## src/rtl/truth_table_sweeper_pkg.sv

```systemverilog
// Shared types and constants for the truth-table sweeper slice.
package truth_sweep_pkg;
  typedef enum logic [1:0] {IDLE, DRIVE, HOLD} sweep_state_t;

  localparam int unsigned N_IN_DEF = 3;
  localparam int unsigned ROWS     = 2**N_IN_DEF;
  localparam int unsigned SETTLE_W = 8;
endpackage

```

## src/rtl/truth_table_sweeper_if.sv

```systemverilog
// Captured-table handshake: table word plus compare result, valid/ready.
interface truth_table_sweeper_if
  import truth_sweep_pkg::*;
  #(parameter int unsigned W = ROWS) ();
  logic [W-1:0] table_q;
  logic         table_valid;
  logic         table_ready;
  logic         match;

  modport master (output table_q, output table_valid, output match, input table_ready);
  modport slave  (input table_q, input table_valid, input match, output table_ready);
endinterface

```

## src/rtl/truth_table_sweeper_settle.sv

```systemverilog
// Loadable down-counter that times how long each row is held before sampling.
module sweep_settle_timer
  import truth_sweep_pkg::*;
(
  input  logic                clk,
  input  logic                rst,
  input  logic                load,
  input  logic                en,
  input  logic [SETTLE_W-1:0] load_val,
  output logic                zero
);
  logic [SETTLE_W-1:0] count;

  always_ff @(posedge clk) begin
    if (rst)
      count <= '0;
    else if (load)
      count <= load_val;
    else if (en && (count != '0))
      count <= count - 1'b1;
  end

  assign zero = (count == '0);
endmodule

```

## src/rtl/truth_table_sweeper.sv

```systemverilog
// Walks every input row of a gate, samples its output after a settle interval,
// and presents the assembled truth table with a compare against EXPECTED.
module truth_table_sweeper
  import truth_sweep_pkg::*;
#(
  parameter int unsigned           N_IN     = 3,
  parameter int unsigned           SETTLE   = 2,
  parameter logic [2**N_IN-1:0]    EXPECTED = 8'h80
) (
  input  logic                        clk,
  input  logic                        rst,
  input  logic                        start,
  output logic                        busy,
  output logic [N_IN-1:0]             in_vec,
  input  logic                        dut_out,
  truth_table_sweeper_if.master       tbl
);
  localparam int unsigned          N_ROWS    = 2**N_IN;
  localparam logic [N_IN-1:0]      LAST_ROW  = N_IN'(N_ROWS - 1);
  localparam logic [SETTLE_W-1:0]  SETTLE_LD = SETTLE_W'(SETTLE);

  sweep_state_t        state, state_nxt;
  logic [N_IN-1:0]     row;
  logic [N_ROWS-1:0]   table_r, table_nxt;
  logic                match_r;
  logic                load, sample, zero;

  sweep_settle_timer u_timer (
    .clk      (clk),
    .rst      (rst),
    .load     (load),
    .en       (state == DRIVE),
    .load_val (SETTLE_LD),
    .zero     (zero)
  );

  always_ff @(posedge clk) begin
    if (rst) state <= IDLE;
    else     state <= state_nxt;
  end

  always_comb begin
    state_nxt = state;
    load      = 1'b0;
    sample    = 1'b0;
    case (state)
      IDLE: begin
        if (start) begin
          state_nxt = DRIVE;
          load      = 1'b1;
        end
      end
      DRIVE: begin
        if (zero) begin
          sample = 1'b1;
          if (row == LAST_ROW) state_nxt = HOLD;
          else                 load      = 1'b1;
        end
      end
      HOLD: begin
        if (tbl.table_ready) state_nxt = IDLE;
      end
      default: state_nxt = IDLE;
    endcase
  end

  always_comb begin
    table_nxt      = table_r;
    table_nxt[row] = dut_out;
  end

  // match is taken from table_nxt so it is valid in the very first HOLD cycle
  always_ff @(posedge clk) begin
    if (rst) begin
      row     <= '0;
      table_r <= '0;
      match_r <= 1'b0;
    end else if (state == IDLE && start) begin
      row     <= '0;
      table_r <= '0;
      match_r <= 1'b0;
    end else if (sample) begin
      table_r <= table_nxt;
      if (row == LAST_ROW) match_r <= (table_nxt == EXPECTED);
      else                 row     <= row + 1'b1;
    end else if (state == HOLD && tbl.table_ready) begin
      row <= '0;
    end
  end

  assign busy            = (state != IDLE);
  assign in_vec          = row;
  assign tbl.table_valid = (state == HOLD);
  assign tbl.table_q     = table_r;
  assign tbl.match       = match_r;
endmodule

```

## src/flat_wrapper.sv

```systemverilog
// flat-port wrapper written by rule: the top's interface ports become plain ports
module truth_table_sweeper_flat import truth_sweep_pkg::*;
#(
  parameter int unsigned           N_IN     = 3,
  parameter int unsigned           SETTLE   = 2,
  parameter logic [2**N_IN-1:0]    EXPECTED = 8'h80
)
  (clk, rst, start, busy, in_vec, dut_out, tbl_table_q, tbl_table_valid, tbl_match, tbl_table_ready);
  truth_table_sweeper_if #(.W(8)) tbl_i ();
  input  logic clk;
  input  logic rst;
  input  logic start;
  output logic busy;
  output logic [N_IN-1:0] in_vec;
  input  logic dut_out;
  output wire logic [$bits(tbl_i.table_q)-1:0] tbl_table_q;
  output wire logic [$bits(tbl_i.table_valid)-1:0] tbl_table_valid;
  output wire logic [$bits(tbl_i.match)-1:0] tbl_match;
  input wire logic [$bits(tbl_i.table_ready)-1:0] tbl_table_ready;
  assign tbl_table_q = tbl_i.table_q;
  assign tbl_table_valid = tbl_i.table_valid;
  assign tbl_match = tbl_i.match;
  assign tbl_i.table_ready = tbl_table_ready;
  truth_table_sweeper #(.N_IN(N_IN), .SETTLE(SETTLE), .EXPECTED(EXPECTED)) u_core (.clk(clk), .rst(rst), .start(start), .busy(busy), .in_vec(in_vec), .dut_out(dut_out), .tbl(tbl_i));
endmodule
```

## config.mk

```make
export PLATFORM = sky130hd
export DESIGN_NAME = truth_table_sweeper_flat
export DESIGN_NICKNAME = d
export VERILOG_FILES = /design/src/rtl/truth_table_sweeper_pkg.sv /design/src/rtl/truth_table_sweeper_if.sv /design/src/rtl/truth_table_sweeper_settle.sv /design/src/rtl/truth_table_sweeper.sv /design/src/flat_wrapper.sv
export SDC_FILE = /design/constraint.sdc
export NUM_CORES = 1
export LEC_CHECK = 0
export BUFFER_PORTS_ARGS = -buffer_cell sky130_fd_sc_hd__buf_4
export CORE_MARGIN = 3
export CORE_UTILIZATION = 49
export DETAILED_ROUTE_END_ITERATION = 7
export PLACE_DENSITY = 0.73
export SLEW_MARGIN = 20
export SYNTH_ARGS = -nofsm -noshare
export SYNTH_HDL_FRONTEND = slang
export SYNTH_SLANG_ARGS = --single-unit
export TNS_END_PERCENT = 30
```

## constraint.sdc

```tcl
create_clock -name clk -period 2.15 [get_ports clk]
set_input_delay 0.5375 -clock clk [delete_from_list [all_inputs] [get_ports clk]]
set_output_delay 0.5375 -clock clk [all_outputs]
set_load 0.02 [all_outputs]
```

Yosys cells after proc, flatten, opt, wreduce, memory -nomap -nowiden
Cells that the tools add are included.
{ "totals": {"reg_bits": 22, "output_inout_bits": 14} }
{ "classes": {"reduce_logical": 15, "muxes": 19, "add_sub_neg": 2, "n_lt_le_gt_ge": 2, "eq_ne": 9} }
{ "ops": {"columns": ["cell", "count"], "rows": [
  ["$mux 2", 6],
  ["$mux 3", 3],
  ["$bwmux 8", 1],
  ["$eq 8x8->1 const B", 1],
  ["$logic_not 8->1", 1],
  ["$reduce_bool 8->1", 1],
  ["$sub 8x1->8 const B", 1],
  ["$mux 1", 6],
  ["$ne 2x1->1 const B", 3],
  ["$pmux 2 s3", 1],
  ["$reduce_bool 2->1", 3],
  ["$logic_and 1x1->1", 4],
  ["$lt 3x4->1 const B", 1],
  ["$ne 2x2->1 const B", 2],
  ["$reduce_and 2->1", 2],
  ["$reduce_and 4->1", 1],
  ["$reduce_or 2->1", 2],
  ["$add 3x1->3 const B", 1],
  ["$demux 1 s3", 1],
  ["$eq 3x3->1 const B", 1],
  ["$ge 3x1->1 const B", 1],
  ["$eq 2x1->1 const B", 1],
  ["$eq 2x2->1 const B", 1],
  ["$logic_not 2->1", 1],
  ["$pmux 1 s2", 1]
]} }

Longest topological paths before layout
Gate-level depths: netlist of the first run.
{ "depth": {"ltp_word": 6, "ltp_mapped": 7, "ltp_nobuf": 7} }

By module
Synthesis of the first run repeated with hierarchy kept, for this count alone.
{ "unflattened": {"cells_unflattened": 166, "area_unflattened_um2": 1400.1} }
{ "by_module_without_submodules": {"columns": ["module", "n_inst", "cells_each", "area_each_um2"], "rows": [
  ["truth_table_sweeper", 1, 107, 884.6],
  ["sweep_settle_timer", 1, 59, 515.5]
]} }

Worst setup path after synthesis of the first run
OpenSTA, ideal clock, no wires.
{ "synth_timing": {"path_kind": "register to register", "start": "reg u_core.u_timer.count[0]", "end": "reg u_core.row[0] (netlist: u_core.in_vec[0])", "synth_period_minus_slack_ps": 2000, "required_time_ps": 2022, "path_slack_ps": 150, "arrival_ps": 1872, "setup_time_ps": 128, "path_stages_with_launch": 8, "path_buffers": 0, "cell_sequence": "dfxtp_1 -> inv_1 -> ha_1 -> or3b_2 -> or4_4 -> and2_4 -> a21oi_1 -> nor2_1"} }
{ "synth_via": {"elab_chain_len": 5, "word_cells_on_any_way": 7, "cone_classes": "1 x eq/ne; 3 x mux; 3 x reduce/logical"} }
{ "synth_lines": {"columns": ["element", "line", "text"], "rows": [
  ["from (decl)", "truth_table_sweeper_settle.sv:12", "logic [SETTLE_W-1:0] count;"],
  ["from (signal assigned)", "truth_table_sweeper_settle.sv:18", "count <= load_val;"],
  ["from (signal assigned)", "truth_table_sweeper_settle.sv:20", "count <= count - 1'b1;"],
  ["$logic_not 8->1 (*)", "truth_table_sweeper_settle.sv:23", "assign zero = (count == '0);"],
  ["$mux 1 (*)", "truth_table_sweeper.sv:54", "if (zero) begin"],
  ["$mux 1 (*)", "truth_table_sweeper.sv:46", "case (state)"],
  ["$ne 2x2->1 (no source line) / $reduce_bool 2->1 (equally long branches)", null, null],
  ["$reduce_and 2->1 (no source line)", null, null],
  ["to (signal assigned)", "truth_table_sweeper.sv:85", "else row <= row + 1'b1;"],
  ["to (decl)", "truth_table_sweeper.sv:23", "logic [N_IN-1:0] row;"]
]} }
Every way passes the cells marked *; elsewhere a longest branch is shown, timed or not.
A chain may end at the register's enable or synchronous reset.

Worst setup path in the final report of the first run
Ends and elaborated chain as after synthesis.

==> results of run 1 <==
[kinds of logic (layout without fill, tap and decap cells)]
kind of cell	after synthesis	count (layout)	synth area share, %
multiplexers	10	10	8.36
adder cells (fa/ha/maj)	3	3	3.10
AO/OA/AOI/OAI	25	25	13.2
XOR/XNOR	6	6	4.33
flip-flops	22	22	36.3
buffers and inverters	14	34	4.44
AND/OR/NAND/NOR	64	64	30.2
[per-stage QoR]
stage          area [um2]  cells  setup WS, ns  utilization [%]  hold WS [ns]
2_1_floorplan        1210    144         0.150                -         0.479
3_3_place_gp         1400    189         0.106             61.5         0.446
3_5_place_dp         1400    189        0.0485             61.5         0.454
4_1_cts              1420    192        0.0345             62.5         0.392
5_1_grt              1430    192        0.0283             62.7         0.395
6_report             1430    192         0.164             62.7         0.403
[worst max path at each step]
stage | endpoint | cells after the start | slack, ns | from
2_1_floorplan | u_core.in_vec[0]$_SDFFE_PP0P_ | 7 | 0.15 | u_core.u_timer.count[0]$_SDFFE_PP0P_
3_3_place_gp | u_core.in_vec[0]$_SDFFE_PP0P_ | 7 | 0.11 | u_core.u_timer.count[0]$_SDFFE_PP0P_
3_5_place_dp | u_core.in_vec[0]$_SDFFE_PP0P_ | 7 | 0.05 | u_core.u_timer.count[0]$_SDFFE_PP0P_
4_1_cts | u_core.in_vec[0]$_SDFFE_PP0P_ | 7 | 0.03 | u_core.u_timer.count[0]$_SDFFE_PP0P_
5_1_grt | u_core.u_timer.count[1]$_SDFFE_PP0P_ | 6 | 0.03 | u_core.u_timer.count[5]$_SDFFE_PP0P_
6_report | u_core.in_vec[0]$_SDFFE_PP0P_ | 7 | 0.16 | u_core.u_timer.count[0]$_SDFFE_PP0P_
[worst register-to-register path: stages (launching register included)]
cell and delay, ns:
dfxtp_1 0.35, inv_1 0.06, ha_2 0.20, or3b_4 0.40, or4_4 0.52, and2_4 0.16, a21oi_1 0.13, nor2_1 0.05
[layout make-up]
type | instances | area share (%)
flip-flops and latches | 22 | 30.9
repair buffers | 24 | 12.6
multi-input cells | 108 | 50.7
well taps | 28 | 2.45
inverters | 7 | 1.84
clock buffers | 3 | 1.58
[sequential cells by signal, summed over array words and instances, names as in the netlist]
signal / cells
u_core.state: 2
u_core.tbl.table_q: 8
u_core.in_vec: 3
u_core.tbl.match: 1
u_core.u_timer.count: 8
[synth_stat cells, types with 4 or more instances]
cell type,count
a211oi_1,4
a21oi_1,9
clkbuf_1,6
dfxtp_1,22
inv_1,7
mux2i_1,9
nand2_1,9
nand3_1,4
nor2_1,23
o21ai_0,4
xnor2_1,6
[metal layers]
metal	vias to the layer above	global-route usage, %
li1	550	-
met1	495	22.2
met2	22	28.2
met3	2	3.25
met4	0	5.21
met5	-	0
[report_power, final]
group	internal, W	switching, W	total [W]
sequential	0.000450	0.0000408	0.000491
clock	0.0000652	0.000112	0.000177
combinational	0.000233	0.000281	0.000513
==> impl_metrics.yaml, run 1 <==
outcome:
  run_status: "finished, final reports clean"
yosys:
  yosysTopAreaCellShare_pct: 36.3
  synth_edf_count: 0
  synthCells: 144
  ys_warn_count: 0
  async_reset_ff_share_pct: 0
  netlist_area_um2: 1210
  avgSynthCellArea_um2: 8.42
  ys_seq_area_share_pct: 36.3
  synthDistinctLibCells: 38
  synth.top_cells.by_area: "dfxtp_1, mux2i_1, nor2_1"
  synthFlopType: "dfxtp_1"
  synth_seq_cells: 22
  yosys.area.top_type: "dfxtp_1"
  synth_nets: 152
clocking:
  cts_setup_buffers: 0
  clock_sinks: 22
  cts_tree: "built"
  clkSlewWorstSetupHoldPaths_ns: 0.12
  ctsHtreeMaxLevel: 1
  hold_buffers: 0
  clk_latency_ns: 0.30
  numCtsBuffers: 3
  cts-root-buf: "clkbuf_4"
  cts_resized: 0
  clock_path_buffers: 2
setup_path:
  cp.arrival_ns: 2.18
  crit_chain: "inv_1 -> ha_2 -> or3b_4 -> or4_4 -> and2_4 -> a21oi_1 -> nor2_1"
  crit_type: "flip-flop to flip-flop"
  crit_path_max_fanout: 5
  critPathLaunchType: "flip-flop"
  reg2reg_depth: 7
  path_buf_inv: 1
  ff2ff_setup_slack_ns: 0.16
  endpoint_kind: "flip-flop"
  r2r-end: "u_core.in_vec[0]$_SDFFE_PP0P_"
  crit_required_ns: 2.34
  max_stage_delay_ns: 0.52
  critPathTopFamily: "simple AND/OR/NAND/NOR gates"
  r2r-start: "u_core.u_timer.count[0]$_SDFFE_PP0P_"
  slowest_stage: "or4_4"
placement:
  dp_hpwl_mm: 1.95
  port_buffers: 18
  place.gp.congestion: 0.884
grt:
  grt_pass1_wl_mm: 4.37
  antenna_found_initial: 0
  grt_pass1_vias: 991
  grt_usage_pct: 17.0
  grt_overflow: 0
  grt_max_degree: 20
routing:
  wire_per_inst_um: 12.8
  via_per_inst: 5.57
  drcViolationCount: 0
  routed_wl_mm: 2.47
  met2_length_mm: 1.19
  dr.pass1.iters: 4
  wl_met1_mm: 1.16
  ant_nets: 0
  wl_met3_um: 99
  top_layer_used: "met4"
  drtIter0Drc: 33
  dr_total_vias: 1069
timing:
  period_needed_ns: 1.99
  fmax_mhz: 503
  post-route-period-util_pct: 92.4
  hold_viol_final: 0
  grt_setup_unrepaired: "no"
  slew_viol_final: 0
  finalClockSkew_ns: 0.0118
  setup_viol: 0
  tns_ns: 0
  max-slew-margin-rel_pct: 60.9
  worstMarginPinSlew_ns: 0.572
die:
  coreArea_um2: 2280
  row_count: 17
  dieArea_um2: 3110
  ioPinCount: 19
  die-height_um: 55.7
  initial_core_util_pct: 53.3
  die_w_um: 55.7
layout:
  n_antenna_cell: 0
  regArea_um2: 440
  drive_gt1_share_pct: 22.6
  final_cell_mix: "buf_4, nor2_1, dfxtp_1"
  nets: 174
  fill_cells: 198
  final_common_cell: "buf_4"
  syn_to_final_growth_pct: 17.8
  multiInputGateArea_um2: 723
worst_hold_path:
  hold_class: "input pin to flip-flop"
  min_path_cells: 2
  min_to: "u_core.state[0]$_SDFFE_PP0P_"
  min_from: "rst"
power:
  power.leakage_nw: 0.596
  p_per_area_nw_per_um2: 828
  ir_drop_mv: 0.589
  power_w: 0.00118
flow_run:
  cap_viol_max_count: 0
(Power assumes the default switching activity.)
==> run 2, diff against run 1 <==
--- a/config.mk
+++ b/config.mk
@@ -5,10 +5,10 @@
 export SDC_FILE = /design/constraint.sdc
 export NUM_CORES = 1
 export LEC_CHECK = 0
-export BUFFER_PORTS_ARGS = -buffer_cell sky130_fd_sc_hd__buf_4
 export CORE_MARGIN = 3
-export CORE_UTILIZATION = 49
+export CORE_UTILIZATION = 55
 export DETAILED_ROUTE_END_ITERATION = 7
+export DONT_BUFFER_PORTS = 1
 export PLACE_DENSITY = 0.73
 export SLEW_MARGIN = 20
 export SYNTH_ARGS = -nofsm -noshare
==> run 2 against run 1 <==
Register-to-register slack got worse by 0.04 ns. First-iteration DRC count decreased by 76%. Routed wire length rose by 0.32%. Power grew 1.8%. Critical path depth down 1. Clock skew rose by 0.0040 ns. Clock-buffer cell count grew 1. Global-route usage up 2.4 points. Clock power is 26% higher. Combinational power decreased by 7.0%. Critical path type unchanged. Critical endpoint is now u_core.u_timer.count[1]$_SDFFE_PP0P_.
==> impl_metrics.yaml, run 2 (synthesis gave the netlist of run 1 again) <==
placement:
  place_inst: 174
  place.gp.congestion: 0.845
  port_buffers: 0
  pre_cts_ws_ns: 0.0629
  dp_hpwl_mm: 1.90
outcome:
  run_status: "finished, final reports clean"
routing:
  drcViolationCount: 0
  ant_nets: 0
  wire_per_inst_um: 13.9
  drtIter0Drc: 8
  dr_total_vias: 1031
  via_per_inst: 5.79
  routed_wl_mm: 2.48
  dr.pass1.iters: 4
layout:
  regArea_um2: 440
  multiInputGateArea_um2: 723
  n_antenna_cell: 0
  nets: 160
  final_cells: 178
  final_common_cell: "nor2_1"
  final_cell_mix: "nor2_1, dfxtp_1, buf_4"
  drive_gt1_share_pct: 15.9
  syn_to_final_growth_pct: 10.1
  fin_util_pct: 66.0
  fill_cells: 181
grt:
  grt_pass1_vias: 967
  grt_pass1_wl_mm: 4.08
  grt_usage_pct: 19.5
  antenna_found_initial: 0
  grt_max_degree: 14
  grt_overflow: 0
setup_path:
  crit_required_ns: 2.37
  critPathLaunchType: "flip-flop"
  crit_path_max_fanout: 4
  cp.arrival_ns: 2.24
  crit_chain: "or4_1 -> buf_4 -> nor2_1 -> a21oi_1 -> mux2_2 -> a31oi_1"
  endpoint_kind: "flip-flop"
  max_stage_delay_ns: 0.61
  slowest_stage: "or4_1"
  crit_type: "flip-flop to flip-flop"
timing:
  setup_viol: 0
  grt_setup_unrepaired: "no"
  period_needed_ns: 2.02
  setup_ws_ns: 0.127
  slew_viol_final: 0
  fmax_mhz: 494
  worstMarginPinSlew_ns: 0.484
  tns_ns: 0
  hold_viol_final: 0
  max-slew-margin-rel_pct: 66.9
  post-route-period-util_pct: 94.1
  finalClockSkew_ns: 0.0158
die:
  ioPinCount: 19
  initial_core_util_pct: 60.0
  die_w_um: 53.0
  row_count: 16
  dieArea_um2: 2800
  die-height_um: 53.0
  coreArea_um2: 2020
clocking:
  clkSlewWorstSetupHoldPaths_ns: 0.10
  ctsHtreeMaxLevel: 1
  clock_path_buffers: 2
  cts_tree: "built"
  clock_sinks: 22
  cts-root-buf: "clkbuf_4"
  clk_latency_ns: 0.31
  numCtsBuffers: 3
power:
  ir_drop_mv: 0.630
  p_per_area_nw_per_um2: 901
  power.leakage_nw: 0.530
  power_w: 0.00120
worst_hold_path:
  hold_class: "input pin to flip-flop"
flow_run:
  cap_viol_max_count: 0
## run 2: cell types whose count changed in the layout (fill, tap and decap cells not counted), sizes merged
| cell | delta |
|---|---|
| buf | -14 |
| clkbuf | +1 |
## run 2: critical path, delay by kind of cell, from the launching register on
family                 cells  cell delay [ns]
and+or+nand+nor            2             0.76
AOI/OAI and AO/OA          2             0.36
DFF                        1             0.34
muxes                      1             0.30
buffers and inverters      1             0.20
## run 2: per-stage QoR
step	hold WS [ns]	cell area, um2
floorplan	0.479	1210
global placement	0.503	1290
detailed placement	0.507	1290
CTS	0.293	1330
global route	0.273	1340
finish	0.308	1340
## run 2: final timing paths
check	cells past startpoint	slack, ns	start	endpoint
max	6	0.13	u_core.u_timer.count[5]$_SDFFE_PP0P_	u_core.u_timer.count[1]$_SDFFE_PP0P_
max reg2reg	6	0.13	u_core.u_timer.count[5]$_SDFFE_PP0P_	u_core.u_timer.count[1]$_SDFFE_PP0P_
min reg2reg	2	0.53	u_core.u_timer.count[6]$_SDFFE_PP0P_	u_core.u_timer.count[6]$_SDFFE_PP0P_
min	1	0.31	rst	u_core.state[0]$_SDFFE_PP0P_
## run 2: area by class of cell
type                            instances  share of cell area [%]
Multi-Input combinational cell        108                    54.2
Timing Repair Buffer                   10                    5.62
Sequential cell                        22                    33.0
Tap cell                               27                    2.53
Clock buffer                            4                    2.72
Inverter                                7                    1.97
## run 2: where the power goes
group          total (W)  internal [W]  switching (W)  leakage (nW)
clock network   0.000223      0.000103       0.000120        0.0210
registers       0.000503      0.000450      0.0000524         0.178
logic           0.000477      0.000209       0.000268         0.330
## run 2: timing repair
| action | in CTS | in global routing |
|---|---|---|
| setup endpoints to repair | 0 | 2 |
| buffers inserted | 0 | 0 |
| resized for setup | 0 | 2 |
| hold buffers | 0 | 0 |
## run 2: routing by layer
layer  up-vias  track usage, %  share of wire (%)
met3         2            5.92                4.4
met5         -               0                  0
li1        523               -                  -
met2        18            34.3                 50
met1       488            22.4                 45
met4         0            5.53               0.48
